[config.mk]
export PLATFORM = sky130hd
export DESIGN_NAME = legv8_multicycle_ctrl
export DESIGN_NICKNAME = d
export VERILOG_FILES = /design/src/rtl/legv8_multicycle_ctrl.sv
export SDC_FILE = /design/constraint.sdc
export NUM_CORES = 1
export LEC_CHECK = 0
export ABC_AREA = 1
export ABC_CLOCK_PERIOD_IN_PS = 3150
export CAP_MARGIN = 20
export CORE_MARGIN = 2
export CORE_UTILIZATION = 51
export CTS_CLUSTER_DIAMETER = 100
export DETAILED_ROUTE_END_ITERATION = 7
export GPL_ROUTABILITY_DRIVEN = 0
export PLACE_DENSITY_LB_ADDON = 0.1
export SLEW_MARGIN = 20
export SYNTH_ARGS = -nofsm -noshare
export SYNTH_HDL_FRONTEND = slang
export SYNTH_SLANG_ARGS = --single-unit
[constraint.sdc]
create_clock -name clk -period 3.15 [get_ports clk]
set_input_delay 0.315 -clock clk [delete_from_list [all_inputs] [get_ports clk]]
set_output_delay 0.315 -clock clk [all_outputs]
set_load 0.01 [all_outputs]
[src/rtl/legv8_multicycle_ctrl.sv]
// Moore control FSM for the multi-cycle LEGv8 datapath (shared memory and ALU).
// Sequences R-type, LDUR, STUR and CBZ; bounds memory waits; counts retired instructions.
module legv8_multicycle_ctrl #(
   parameter int TIMEOUT = 15,
   parameter int CNT_W   = 16
) (
   input  logic             clk,
   input  logic             reset,
   input  logic [10:0]      OpCode,
   input  logic             mem_ready,
   output logic             PCWrite,
   output logic             PCWriteCond,
   output logic             PCSource,
   output logic             IorD,
   output logic             MemRead,
   output logic             MemWrite,
   output logic             IRWrite,
   output logic             Reg2Loc,
   output logic             ALUSrcA,
   output logic [1:0]       ALUSrcB,
   output logic [1:0]       Aluop,
   output logic             MemtoReg,
   output logic             RegWrite,
   output logic             instr_done,
   output logic             illegal_op,
   output logic             mem_timeout,
   output logic [CNT_W-1:0] instr_count,
   output logic [3:0]       state
);

   localparam int WAIT_W = $clog2(TIMEOUT + 1);

   typedef enum logic [3:0] {
      S_IDLE     = 4'd0,
      S_FETCH    = 4'd1,
      S_DECODE   = 4'd2,
      S_EXEC_R   = 4'd3,
      S_R_WB     = 4'd4,
      S_MEM_ADDR = 4'd5,
      S_MEM_RD   = 4'd6,
      S_LD_WB    = 4'd7,
      S_MEM_WR   = 4'd8,
      S_BRANCH   = 4'd9
   } state_t;

   typedef enum logic [2:0] {
      CLS_ILL, CLS_R, CLS_LD, CLS_ST, CLS_CB
   } cls_t;

   state_t            state_q, state_d;
   cls_t              cls;
   logic [WAIT_W-1:0] wait_q, wait_d;
   logic [CNT_W-1:0]  cnt_q, cnt_d;
   logic              timeout_hit;

   always_comb begin
      cls = CLS_ILL;
      casez (OpCode)
         11'b1??0101?000: cls = CLS_R;
         11'b11111000010: cls = CLS_LD;
         11'b11111000000: cls = CLS_ST;
         11'b10110100???: cls = CLS_CB;
         default:         cls = CLS_ILL;
      endcase
   end

   // mem_ready is sampled only in FETCH/MEM_RD/MEM_WR: a high cycle completes the
   // access; after TIMEOUT low cycles the next low cycle aborts (a high one still wins).
   assign timeout_hit = (wait_q == WAIT_W'(TIMEOUT)) && !mem_ready;

   always_comb begin
      state_d     = state_q;
      PCWrite     = 1'b0;
      PCWriteCond = 1'b0;
      PCSource    = 1'b0;
      IorD        = 1'b0;
      MemRead     = 1'b0;
      MemWrite    = 1'b0;
      IRWrite     = 1'b0;
      ALUSrcA     = 1'b0;
      ALUSrcB     = 2'b00;
      Aluop       = 2'b00;
      MemtoReg    = 1'b0;
      RegWrite    = 1'b0;
      instr_done  = 1'b0;
      illegal_op  = 1'b0;
      mem_timeout = 1'b0;
      case (state_q)
         S_IDLE: state_d = S_FETCH;
         S_FETCH: begin
            MemRead = 1'b1;
            ALUSrcB = 2'b01;
            IRWrite = mem_ready;
            PCWrite = mem_ready;
            if (mem_ready) begin
               state_d = S_DECODE;
            end else if (timeout_hit) begin
               mem_timeout = 1'b1;
               state_d     = S_FETCH;
            end
         end
         S_DECODE: begin
            ALUSrcB = 2'b11;
            case (cls)
               CLS_R:          state_d = S_EXEC_R;
               CLS_LD, CLS_ST: state_d = S_MEM_ADDR;
               CLS_CB:         state_d = S_BRANCH;
               default: begin
                  illegal_op = 1'b1;
                  state_d    = S_FETCH;
               end
            endcase
         end
         S_EXEC_R: begin
            ALUSrcA = 1'b1;
            Aluop   = 2'b10;
            state_d = S_R_WB;
         end
         S_R_WB: begin
            RegWrite   = 1'b1;
            instr_done = 1'b1;
            state_d    = S_FETCH;
         end
         S_MEM_ADDR: begin
            ALUSrcA = 1'b1;
            ALUSrcB = 2'b10;
            state_d = (cls == CLS_ST) ? S_MEM_WR : S_MEM_RD;
         end
         S_MEM_RD: begin
            MemRead = 1'b1;
            IorD    = 1'b1;
            if (mem_ready) begin
               state_d = S_LD_WB;
            end else if (timeout_hit) begin
               mem_timeout = 1'b1;
               state_d     = S_FETCH;
            end
         end
         S_LD_WB: begin
            RegWrite   = 1'b1;
            MemtoReg   = 1'b1;
            instr_done = 1'b1;
            state_d    = S_FETCH;
         end
         S_MEM_WR: begin
            MemWrite = 1'b1;
            IorD     = 1'b1;
            if (mem_ready) begin
               instr_done = 1'b1;
               state_d    = S_FETCH;
            end else if (timeout_hit) begin
               mem_timeout = 1'b1;
               state_d     = S_FETCH;
            end
         end
         S_BRANCH: begin
            ALUSrcA     = 1'b1;
            Aluop       = 2'b01;
            PCWriteCond = 1'b1;
            PCSource    = 1'b1;
            instr_done  = 1'b1;
            state_d     = S_FETCH;
         end
         default: state_d = S_IDLE;
      endcase
   end

   assign Reg2Loc = (state_q != S_IDLE) && (state_q != S_FETCH) &&
                    ((cls == CLS_ST) || (cls == CLS_CB));

   // Any state change (including a timeout re-entering FETCH) restarts the wait count.
   always_comb begin
      wait_d = wait_q;
      if ((state_d != state_q) || mem_timeout) begin
         wait_d = '0;
      end else if (!mem_ready) begin
         wait_d = wait_q + WAIT_W'(1);
      end
   end

   always_comb begin
      cnt_d = cnt_q;
      if (instr_done && (cnt_q != {CNT_W{1'b1}})) begin
         cnt_d = cnt_q + CNT_W'(1);
      end
   end

   always_ff @(posedge clk or posedge reset) begin
      if (reset) begin
         state_q <= S_IDLE;
         wait_q  <= '0;
         cnt_q   <= '0;
      end else begin
         state_q <= state_d;
         wait_q  <= wait_d;
         cnt_q   <= cnt_d;
      end
   end

   assign state       = state_q;
   assign instr_count = cnt_q;

endmodule

==> results of run 1 <==
==> routing by layer <==
layer | global-route usage (%) | wire length [um] | vias up
met5 | 0 | 0 | -
met2 | 38.39 | 1913 | 51
met1 | 25.96 | 1649 | 762
met3 | 3.313 | 206 | 6
met4 | 9.422 | 61 | 0
li1 | - | - | 855
==> worst max-delay path: stages, from the launching register on <==
cell	delay (ps)
sky130_fd_sc_hd__dfrtp_1	500
sky130_fd_sc_hd__nor2_1	210
sky130_fd_sc_hd__inv_1	130
sky130_fd_sc_hd__nor2_2	170
sky130_fd_sc_hd__inv_1	70
sky130_fd_sc_hd__nor3_1	190
sky130_fd_sc_hd__clkdlybuf4s50_1	560
==> stage by stage <==
stage	setup slack (ps)	utilization [%]	power (mW)	cells
after floorplan	1586	-	0.8863	242
after global placement	822.8	67.81	1.150	334
after detailed placement	843.2	67.81	1.157	334
after CTS	674.8	69.41	1.386	338
after global routing	473.5	69.41	1.471	338
final	705.5	69.41	1.368	338
==> cell usage in the layout (no fill, tap or decap), drive strengths merged, types with 2 or more instances in the layout <==
cell / count
nor2: 34
nor3: 14
nand4: 3
clkdlybuf4s50: 51
dfrtp: 24
clkbuf: 3
inv: 35
nand2: 74
ha: 2
o21ai: 7
xnor2: 7
nand3: 24
xor2: 8
==> cells by family after synthesis <==
kind of cell | Yosys count
compound gates | 10
xor+xnor | 15
buf+inv | 40
fa+ha+maj | 2
simple gates | 151
flops | 24
==> sequential cells by signal, summed over array words and instances, names as in the netlist <==
name         flops
state            4
wait_q           4
instr_count     16
==> worst max-delay path by stage <==
stage / end / from
4_1_cts: illegal_op / state[3]
2_1_floorplan: illegal_op / state[3]
3_5_place_dp: Reg2Loc / OpCode[4]
6_report: illegal_op / state[3]
5_1_grt: illegal_op / state[3]
3_3_place_gp: Reg2Loc / OpCode[4]
==> layout make-up <==
type | count | area [um^2]
repair buffers | 51 | 510.5
clock inverters | 1 | 30.03
multi-input cells | 178 | 924.6
clock buffers | 3 | 22.52
flip-flops and latches | 24 | 600.6
well taps | 46 | 57.56
inverters | 35 | 133.9
fillers | 288 | 1005
==> power breakdown <==
group | leakage (nW) | switching, mW | internal, mW
sequential | 0.322 | 0.0876 | 0.372
combinational | 0.746 | 0.366 | 0.326
clock | 0.0279 | 0.0889 | 0.129
total | 1.10 | 0.542 | 0.826
==> PnR_summary.wiki, run 1 <==
{| class="wikitable"
! Metric !! Value
|-
| Result of the run || finished clean
|-
| CP Class || flop to output port
|-
| Number of nets produced by synthesis || 258
|-
| Count of nets left with antenna violations after detail routing || 0
|-
| Simple-Gate Fraction of Synth Area || 39.96%
|-
| Number of sinks handled by clock tree synthesis || 24
|-
| Antenna violations before repair || 0
|-
| Synth Cell Area || 1713 um^2
|-
| Post-CTS resize count || 0
|-
| Main combinational cell family by area after synthesis || simple AND/OR/NAND/NOR gates
|-
| Wire length reported by the detailed router || 3830 um
|-
| Overall routing resource usage || 21.74%
|-
| Post-DP HPWL || 2992 um
|-
| Number of maximum-capacitance constraint violations || 0
|-
| Post CTS Setup Buffer Count || 0
|-
| First drt pass iteration count || 4
|-
| Starting density of the core || 52.15%
|-
| Startpoint of the most critical register-to-register path || state[0]
|-
| Time the final worst path needs with I/O delays and setup || 2444 ps
|-
| Ratio of total power to cell area || 600.1 nW/um^2
|-
| Total number of nets in the final design || 309
|-
| Number of design rule violations left after detail routing || 0
|-
| Top-area cell type share of the netlist area || 35.06%
|-
| Worst setup SP type || flop
|-
| Top-count cell post-synth || sky130_fd_sc_hd__nand2_1
|-
| Number of hold-repair buffers added at the cts stage || 0
|-
| Number of different library cells in the post-synthesis netlist || 29
|-
| Overflow left after global routing || 0
|-
| Crit path capture type || output port
|-
| Part of the Yosys area used for sequential elements || 35.06%
|-
| Clock transition at the registers of the reported paths || 140 ps
|-
| IO buf count || 51
|-
| Number of flip-flops and latches in the synthesized netlist || 24
|-
| Share of cells above drive strength 1 || 10.96%
|-
| Buffer type at the clock tree root || sky130_fd_sc_hd__clkbuf_4
|-
| Starting DRT DRC Count || 93
|-
| Vias after detailed routing || 1674
|-
| Placed standard-cell area || 2227 um^2
|-
| Largest net degree at the start of global routing || 25
|-
| Worst EP arrival || 2130 ps
|-
| CTS tree || built
|-
| Hold slack || 477.9 ps
|-
| Post-synth top area cell || sky130_fd_sc_hd__dfrtp_1
|-
| Post-Route Skew || 13.40 ps
|-
| Pin slew with the least headroom to its limit || 876.7 ps
|-
| Max_slew headroom || 41.49%
|-
| Most used DFF post-synth || sky130_fd_sc_hd__dfrtp_1
|-
| Syn-to-layout area delta || 33.09%
|-
| Final non-filler cell area || 2280 um^2
|-
| Number of hold violations in the final report || 0
|-
| Per-instance average area after synthesis || 7.078 um^2
|-
| Count of final max-slew check failures || 0
|-
| RSZ-0062 raised after global routing || false
|-
| Count of boundary I/O pins || 52
|-
| Number of instances in the synthesized netlist || 242
|-
| Leading post-synthesis cells by cell area || sky130_fd_sc_hd__dfrtp_1 35%, sky130_fd_sc_hd__nand2_1 14%, sky130_fd_sc_hd__nor2_1 6.8%
|-
| Total inserted antenna cells || 0
|-
| Required arrival time at the worst endpoint || 2830 ps
|-
| Fraction of the mapped netlist area in compound gates || 4.456%
|-
| DR WL/cell || 11.33 um
|-
| Number of enable flip-flop cells after synthesis || 0
|-
| Row count || 21
|-
| Period Utilization, post-route || 77.60%
|-
| Share of synthesized flip-flops with an asynchronous set or reset || 100.0%
|-
| Endpoint of the worst register-to-register path || instr_count[10]
|-
| Leakage power summed over all cells || 1.096 nW
|-
| H-Tree Level Count || 1
|-
| # setup viols final || 0
|-
| Floorplan die width || 61.96 um
|-
| Core region area || 3284 um^2
|-
| Number of buffers between clock root and the deepest sink || 2
|-
| Total CTS buffers || 3
|-
| Die H || 61.96 um
|-
| Accumulated negative setup slack || 0 ps
|-
| Synthesized-area fraction occupied by xor and xnor cells || 8.108%
|-
| Multiplexer share of the synthesized area || 0%
|-
| Global-route wire length before repair || 6320 um
|-
| Clock insertion delay at the later pin of the skew report || 310 ps
|-
| Number of vias per cell after detailed routing || 4.953
|-
| Peak supply drop || 0.0004293 V
|-
| Register-to-Register Path Depth || 7
|-
| Yosys synthesis warning count || 0
|-
| Post-Synth Adder-Cell Area || 1.461%
|-
| Class of the worst hold path || input port to asynchronous set/reset pin
|-
| Maximum frequency from static timing analysis || 409.1 MHz
|-
| Total Die Area || 3838 um^2
|-
| Setup slack of the most critical reg-to-reg path || 1450 ps
|-
| Via count of the first global-routing pass || 1551
|-
| Largest fanout on the critical path || 7
|-
| Synth cell count leaders || 66 x sky130_fd_sc_hd__nand2_1, 31 x sky130_fd_sc_hd__nor2_1, 30 x sky130_fd_sc_hd__inv_1, 24 x sky130_fd_sc_hd__dfrtp_1, 20 x sky130_fd_sc_hd__nand3_1
|}
(Power assumes the default switching activity.)
==> run 2: changes to the inputs <==
ABC_CLOCK_PERIOD_IN_PS = 2000   (was 3150)
CORE_UTILIZATION = 42   (was 51)
clock period = 2 ns   (was 3.15 ns; I/O delays follow)
==> run 2 against run 1 <==
Wire length increased by 4.9%. Sequential share of layout area decreased by 1.4 points. First-iteration DRC count increased by 5.4%. Sequential power increased by 58%. Global-route usage decreased by 2.7 points. Clock power increased by 53%. Critical path depth decreased by 1. Cell count increased by 4.7%. Die area increased by 20%. Critical path type unchanged. Critical endpoint is now IorD. Highest routed layer unchanged.
==> PnR_summary.wiki, run 2 (synthesis gave the netlist of run 1 again) <==
{| class="wikitable"
! Metric !! Value
|-
| Result of the run || finished clean (unchanged)
|-
| Worst EP arrival || 1700 ps (was 2130 ps)
|-
| Time the final worst path needs with I/O delays and setup || 1903 ps
|-
| CP Class || flop to output port (unchanged)
|-
| Die H || 67.86 um (was 61.96 um)
|-
| Antenna violations before repair || 0 (unchanged)
|-
| Largest register FFs || 16 (unchanged)
|-
| Total CTS buffers || 3 (unchanged)
|-
| Utilization after layout || 61.22% (was 69.41%)
|-
| Largest fanout on the critical path || 5 (was 7)
|-
| Total Die Area || 4605 um^2 (was 3838 um^2)
|-
| Total inserted antenna cells || 0 (unchanged)
|-
| Count of boundary I/O pins || 52 (unchanged)
|-
| Internal power consumption || 1.333 mW (was 0.8258 mW)
|-
| Post-DP HPWL || 3040 um (was 2992 um)
|-
| Ratio of total power to cell area || 922.7 nW/um^2 (was 600.1 nW/um^2)
|-
| Wire length reported by the detailed router || 4016 um (was 3830 um)
|-
| Largest net degree at the start of global routing || 25 (unchanged)
|-
| Global-route wire length before repair || 6686 um (was 6320 um)
|-
| Pin slew with the least headroom to its limit || 374.9 ps (was 876.7 ps)
|-
| Non-filler cells in the finished layout || 354 (was 338)
|-
| Portion of total power attributed to combinational logic || 52.8% (was 50.5%)
|-
| Required arrival time at the worst endpoint || 1800 ps (was 2830 ps)
|-
| Starting DRT DRC Count || 98 (was 93)
|-
| Overall routing resource usage || 19.00% (was 21.74%)
|-
| Row count || 23 (was 21)
|-
| Leakage power summed over all cells || 1.251 nW (was 1.096 nW)
|-
| Buffer type at the clock tree root || sky130_fd_sc_hd__clkbuf_8 (was sky130_fd_sc_hd__clkbuf_4)
|-
| Clock transition at the registers of the reported paths || 90 ps (was 140 ps)
|-
| Worst setup SP type || flop (unchanged)
|-
| Highest-count cells in the layout ignoring fill and taps || 66 x sky130_fd_sc_hd__nand2_1, 42 x sky130_fd_sc_hd__clkdlybuf4s50_1, 30 x sky130_fd_sc_hd__inv_1 (was 66 x sky130_fd_sc_hd__nand2_1, 51 x sky130_fd_sc_hd__clkdlybuf4s50_1, 31 x sky130_fd_sc_hd__nor2_1)
|-
| Sw power || 0.9107 mW (was 0.5422 mW)
|-
| H-Tree Level Count || 1 (unchanged)
|-
| Peak supply drop || 0.0005857 V (was 0.0004293 V)
|-
| RSZ-0062 raised after global routing || false (unchanged)
|-
| Period Utilization, post-route || 95.14%
|-
| Share of cells above drive strength 1 || 17.11% (was 10.96%)
|-
| Number of vias per cell after detailed routing || 4.746 (was 4.953)
|-
| Number of hold violations in the final report || 0 (unchanged)
|-
| Starting density of the core || 43.13% (was 52.15%)
|-
| CTS tree || built (unchanged)
|-
| Number of sinks handled by clock tree synthesis || 24 (unchanged)
|-
| IO buf count || 51 (unchanged)
|-
| Overflow left after global routing || 0 (unchanged)
|-
| Flop pwr share || 32.4% (was 33.6%)
|-
| First drt pass iteration count || 4 (unchanged)
|-
| Vias after detailed routing || 1680 (was 1674)
|-
| Class of the worst hold path || input port to asynchronous set/reset pin (unchanged)
|-
| Number of design rule violations left after detail routing || 0 (unchanged)
|-
| Via count of the first global-routing pass || 1558 (was 1551)
|-
| Syn-to-layout area delta || 41.93% (was 33.09%)
|-
| Switching part of the total power || 40.60% (was 39.63%)
|-
| Post-Route Skew || 8.567 ps (was 13.40 ps)
|-
| Maximum frequency from static timing analysis || 525.5 MHz
|-
| Most frequent standard cell in the layout excluding fill and tap cells || sky130_fd_sc_hd__nand2_1 (unchanged)
|-
| Count of nets left with antenna violations after detail routing || 0 (unchanged)
|-
| Clock power share || 14.8% (was 15.9%)
|-
| Floorplan die width || 67.86 um (was 61.96 um)
|-
| Number of maximum-capacitance constraint violations || 0 (unchanged)
|-
| DP Cell Count || 344 (was 334)
|-
| # setup viols final || 0 (unchanged)
|-
| Crit path capture type || output port (unchanged)
|-
| Core region area || 3971 um^2 (was 3284 um^2)
|-
| Number of buffers between clock root and the deepest sink || 2 (unchanged)
|-
| DR WL/cell || 11.34 um (was 11.33 um)
|-
| Total number of nets in the final design || 321 (was 309)
|-
| Clock insertion delay at the later pin of the skew report || 270 ps (was 310 ps)
|-
| Max_slew headroom || 74.78% (was 41.49%)
|-
| Count of final max-slew check failures || 0 (unchanged)
|}
run 2: cell count changes in the layout (fill, tap and decap cells not counted), sizes merged:
cell / before / now
bufinv: 1 / 0
dlygate4sd2: 0 / 4
dlymetal6s2s: 0 / 5
clkbuf: 3 / 4
clkdlybuf4s50: 51 / 42
buf: 0 / 12
run 2: power groups by stage:
stage	logic, mW	registers (mW)	clock network [mW]
final	1.19	0.726	0.332
after global routing	1.31	0.747	0.371
after CTS	1.18	0.722	0.345
after detailed placement	1.11	0.731	0
after global placement	1.10	0.732	0
after floorplan	0.656	0.740	0
run 2: worst max-delay path: stages (launching register included):
cell                              delay [ps]
sky130_fd_sc_hd__dfrtp_2                 450
sky130_fd_sc_hd__buf_4                   160
sky130_fd_sc_hd__nor2_1                  120
sky130_fd_sc_hd__nand2_2                  90
sky130_fd_sc_hd__nand2_1                  70
sky130_fd_sc_hd__clkdlybuf4s50_1         530
run 2: routing by layer:
metal,track usage (%),share of wire [%],vias to the layer above
li1,-,-,877
met1,24.05,46,761
met2,34.19,49,38
met3,2.632,4.2,4
met4,4.500,0.85,0
met5,0,0,-
run 2: path summary, 6_finish.rpt:
kind,from,endpoint,slack [ps],depth (start not counted)
max,state[0],IorD,100,5
max in group asynchronous,reset,state[3],1450,3
min in group clk,instr_count[4],instr_count[4],530,1
max reg2reg,state[1],instr_count[12],260,9
min reg2reg,instr_count[4],instr_count[4],530,1
min,reset,instr_count[12],280,3
run 2: stage by stage:
| stage | power [mW] | setup slack [ps] | area, um^2 | hold slack, ps | setup TNS, ps |
|---|---|---|---|---|---|
| CTS | 2.244 | 3.126 | 2375 | 291.2 | 0 |
| global route | 2.427 | 4.003 | 2431 | 323.5 | 0 |
| global placement | 1.834 | -94.27 | 2277 | 464.5 | -102.7 |
| finish | 2.243 | 97.15 | 2431 | 282.4 | 0 |
| detailed placement | 1.839 | -98.85 | 2277 | 470.4 | -98.85 |
| floorplan | 1.396 | 492.9 | 1713 | 214.6 | 0 |
run 2: timing repair:
action / 4_1_cts / 5_1_grt
setup endpoints to repair: 11 / 5
hold buffers: 0 / 0
resized for setup: 13 / 9
buffers inserted: 2 / 4
pin swaps: 0 / 1
run 2: area by class of cell:
type / instances / area, um^2
sequential: 24 / 605.6
inverter: 35 / 136.4
fill: 398 / 1540
tap: 50 / 62.56
timing repair buffer: 63 / 608.1
multi-input combinational: 178 / 963.4
clock buffer: 4 / 55.05
==> run 3: changes to the inputs <==
--- a/config.mk
+++ b/config.mk
@@ -8,3 +8,3 @@
 export ABC_AREA = 1
-export ABC_CLOCK_PERIOD_IN_PS = 2000
+export ABC_CLOCK_PERIOD_IN_PS = 1670
 export CAP_MARGIN = 20
==> constraint.sdc (replaced) <==
create_clock -name clk -period 1.67 [get_ports clk]
set_input_delay 0.167 -clock clk [delete_from_list [all_inputs] [get_ports clk]]
set_output_delay 0.167 -clock clk [all_outputs]
set_load 0.05 [all_outputs]
==> run 3 against run 2 <==
The flow now finishes with violations (setup timing). Clock power is 6% higher. Clock skew is 6.5 ps lower. Core utilization is 10 points higher. Register-to-register slack worse by 180 ps. Sequential cell count stayed put. Cell count is 5.6% higher. Setup slack worse by 110 ps. Via count is 7.9% higher. First-iteration DRC count is 13% lower. Count of clock-buffer cells in the layout stayed put.
==> PnR_summary.wiki, run 3 (synthesis gave the netlist of run 1 again) <==
{| class="wikitable"
! Metric !! Value
|-
| Final non-filler cell area || 2838 um^2 (was 2431 um^2)
|-
| Max_slew headroom || 79.72% (was 74.78%)
|-
| DP Cell Count || 360 (was 344)
|-
| First drt pass iteration count || 4 (unchanged)
|-
| Count of boundary I/O pins || 52 (unchanged)
|-
| Leakage power summed over all cells || 1.425 nW (was 1.251 nW)
|-
| Crit path capture type || output port (unchanged)
|-
| CP top delay family || flip-flops (was buffers and inverters)
|-
| Placed standard-cell area || 2586 um^2 (was 2277 um^2)
|-
| Via count of the first global-routing pass || 1764 (was 1558)
|-
| Total inserted antenna cells || 0 (unchanged)
|-
| CP Class || flop to output port (unchanged)
|-
| Number of sinks handled by clock tree synthesis || 24 (unchanged)
|-
| Met3 Wirelength || 219 um (was 169 um)
|-
| RSZ-0062 raised after global routing || true (was false)
|-
| Floorplan die width || 67.86 um (unchanged)
|-
| Non-filler cells in the finished layout || 374 (was 354)
|-
| Result of the run || finished with violations (was finished clean)
|-
| Largest register FFs || 16 (unchanged)
|-
| Number of hold violations in the final report || 0 (unchanged)
|-
| Number of buffers between clock root and the deepest sink || 2 (unchanged)
|-
| Stage delay of the slowest cell on the critical path || 450 ps (was 530 ps)
|-
| Vias after detailed routing || 1813 (was 1680)
|-
| Peak supply drop || 0.0009786 V (was 0.0005857 V)
|-
| Hold slack || 239.3 ps (was 282.4 ps)
|-
| Buf+Inv Stages, Crit Path || 3 (was 2)
|-
| Final Worst Setup Slack || -17.70 ps (was 97.15 ps)
|-
| Syn-to-layout area delta || 65.67% (was 41.93%)
|-
| Total CTS buffers || 3 (unchanged)
|-
| Antenna violations before repair || 0 (unchanged)
|-
| H-Tree Level Count || 1 (unchanged)
|-
| Count of nets left with antenna violations after detail routing || 0 (unchanged)
|-
| Worst EP arrival || 1520 ps (was 1700 ps)
|-
| Worst path cell trace || buf_4 -> nand3_2 -> o211ai_4 -> buf_6 -> buf_12 (was buf_4 -> nor2_1 -> nand2_2 -> nand2_1 -> clkdlybuf4s50_1)
|-
| Total number of nets in the final design || 341 (was 321)
|-
| Number of design rule violations left after detail routing || 0 (unchanged)
|-
| Highest-count cells in the layout ignoring fill and taps || 60 x sky130_fd_sc_hd__nand2_1, 50 x sky130_fd_sc_hd__buf_4, 26 x sky130_fd_sc_hd__inv_1 (was 66 x sky130_fd_sc_hd__nand2_1, 42 x sky130_fd_sc_hd__clkdlybuf4s50_1, 30 x sky130_fd_sc_hd__inv_1)
|-
| Clock insertion delay at the later pin of the skew report || 260 ps (was 270 ps)
|-
| Met1 wire length || 1956 um (was 1861 um)
|-
| Class of the worst hold path || input port to asynchronous set/reset pin (unchanged)
|-
| Required arrival time at the worst endpoint || 1500 ps (was 1800 ps)
|-
| Post-DP HPWL || 3513 um (was 3040 um)
|-
| Failing checks || setup timing
|-
| Largest fanout on the critical path || 5 (unchanged)
|-
| Row count || 23 (unchanged)
|-
| Number of maximum-capacitance constraint violations || 0 (unchanged)
|-
| Overall routing resource usage || 21.05% (was 19.00%)
|-
| Utilization after layout || 71.46% (was 61.22%)
|-
| # setup viols final || 4 (was 0)
|-
| Number of hold-repair buffers added at the cts stage || 0 (unchanged)
|-
| Ratio of total power to cell area || 1344 nW/um^2 (was 922.7 nW/um^2)
|-
| Largest net degree at the start of global routing || 25 (unchanged)
|-
| IO buf count || 51 (unchanged)
|-
| Core region area || 3971 um^2 (unchanged)
|-
| Global-route wire length before repair || 7507 um (was 6686 um)
|-
| Share of cells above drive strength 1 || 42.59% (was 17.11%)
|-
| CTS tree || built (unchanged)
|-
| Number of vias per cell after detailed routing || 4.848 (was 4.746)
|-
| Die H || 67.86 um (unchanged)
|-
| DR WL/cell || 12.52 um (was 11.34 um)
|-
| Overall power || 3.814 mW (was 2.243 mW)
|-
| Post-Route Skew || 2.092 ps (was 8.567 ps)
|-
| Period Utilization, post-route || 101.1%
|-
| Maximum frequency from static timing analysis || 592.5 MHz
|-
| Count of final max-slew check failures || 0 (unchanged)
|-
| Top Layer Used || met4 (unchanged)
|-
| Crit. path cell count || 5 (unchanged)
|-
| Register-to-Register Path Depth || 10 (was 9)
|-
| Met2 routed wirelength || 2450 um (was 1951 um)
|-
| Buffer type at the clock tree root || sky130_fd_sc_hd__clkbuf_8 (unchanged)
|-
| Clock transition at the registers of the reported paths || 80 ps (was 90 ps)
|-
| Wire length reported by the detailed router || 4683 um (was 4016 um)
|-
| Overflow left after global routing || 0 (unchanged)
|-
| Starting DRT DRC Count || 85 (was 98)
|-
| Starting density of the core || 43.13% (unchanged)
|-
| Total Die Area || 4605 um^2 (unchanged)
|-
| Worst setup SP type || flop (unchanged)
|-
| Most frequent standard cell in the layout excluding fill and tap cells || sky130_fd_sc_hd__nand2_1 (unchanged)
|-
| Time the final worst path needs with I/O delays and setup || 1688 ps
|-
| Pin slew with the least headroom to its limit || 304.2 ps (was 374.9 ps)
|-
| Master of the slowest instance on the critical path || sky130_fd_sc_hd__dfrtp_2 (was sky130_fd_sc_hd__clkdlybuf4s50_1)
|}
run 3: changes by cell type in the layout (fill, tap and decap cells not counted), sizes merged:
cell / previous run / this run
inv: 35 / 34
buf: 12 / 70
clkinvlp: 0 / 1
dlymetal6s2s: 5 / 3
clkdlybuf4s50: 42 / 10
dlygate4sd2: 4 / 0
run 3: timing repair:
action                     4_1_cts  5_1_grt
hold endpoints to repair         0        0
pin swaps                        3        5
buffers inserted                 5        5
setup endpoints to repair        9       16
resized for setup                8       30
run 3: stage by stage:
step           worst slack (ps)  TNS [ps]
6_report                 -17.70    -38.75
5_1_grt                  -94.16    -577.2
4_1_cts                  -33.82    -53.42
3_5_place_dp             -36.44    -36.44
3_3_place_gp             -47.97    -47.97
2_1_floorplan            -119.3     -1750
run 3: cell type report:
cell class / count / area [um^2]
tap: 50 / 62.56
sequential: 24 / 608.1
multi-input combinational: 178 / 1084
clock buffer: 4 / 45.04
inverter: 35 / 142.6
timing repair buffer: 83 / 895.9
fill: 324 / 1134
run 3: routing by layer:
metal | track usage (%) | vias to the layer above
met5 | 0 | -
met2 | 38.85 | 45
met1 | 25.31 | 840
li1 | - | 922
met3 | 4.112 | 6
met4 | 4.250 | 0
run 3: worst paths after layout:
| kind | to | slack (ps) | from |
|---|---|---|---|
| max reg2reg | wait_q[3] | 80 | state[0] |
| max | instr_done | -20 | state[3] |
| min reg2reg | instr_count[0] | 510 | instr_count[0] |
| min in group clk | state[3] | 400 | OpCode[4] |
| max in group asynchronous | instr_count[2] | 1170 | reset |
| min | instr_count[5] | 240 | reset |
run 3: where the power goes:
part | switching (mW) | internal (mW)
logic | 1.53 | 1.05
registers | 0.164 | 0.713
clock network | 0.181 | 0.170
run 3: worst register-to-register path: stages (launching register included):
cell                      delay (ps)
sky130_fd_sc_hd__dfrtp_2         480
sky130_fd_sc_hd__inv_4           130
sky130_fd_sc_hd__nor2_4           50
sky130_fd_sc_hd__nand3_2          90
sky130_fd_sc_hd__buf_4           160
sky130_fd_sc_hd__nand2_2          60
sky130_fd_sc_hd__nor2_2          120
sky130_fd_sc_hd__nand2_2          80
sky130_fd_sc_hd__nand2_2          60
sky130_fd_sc_hd__nand3_2         130
sky130_fd_sc_hd__nor3_2          180
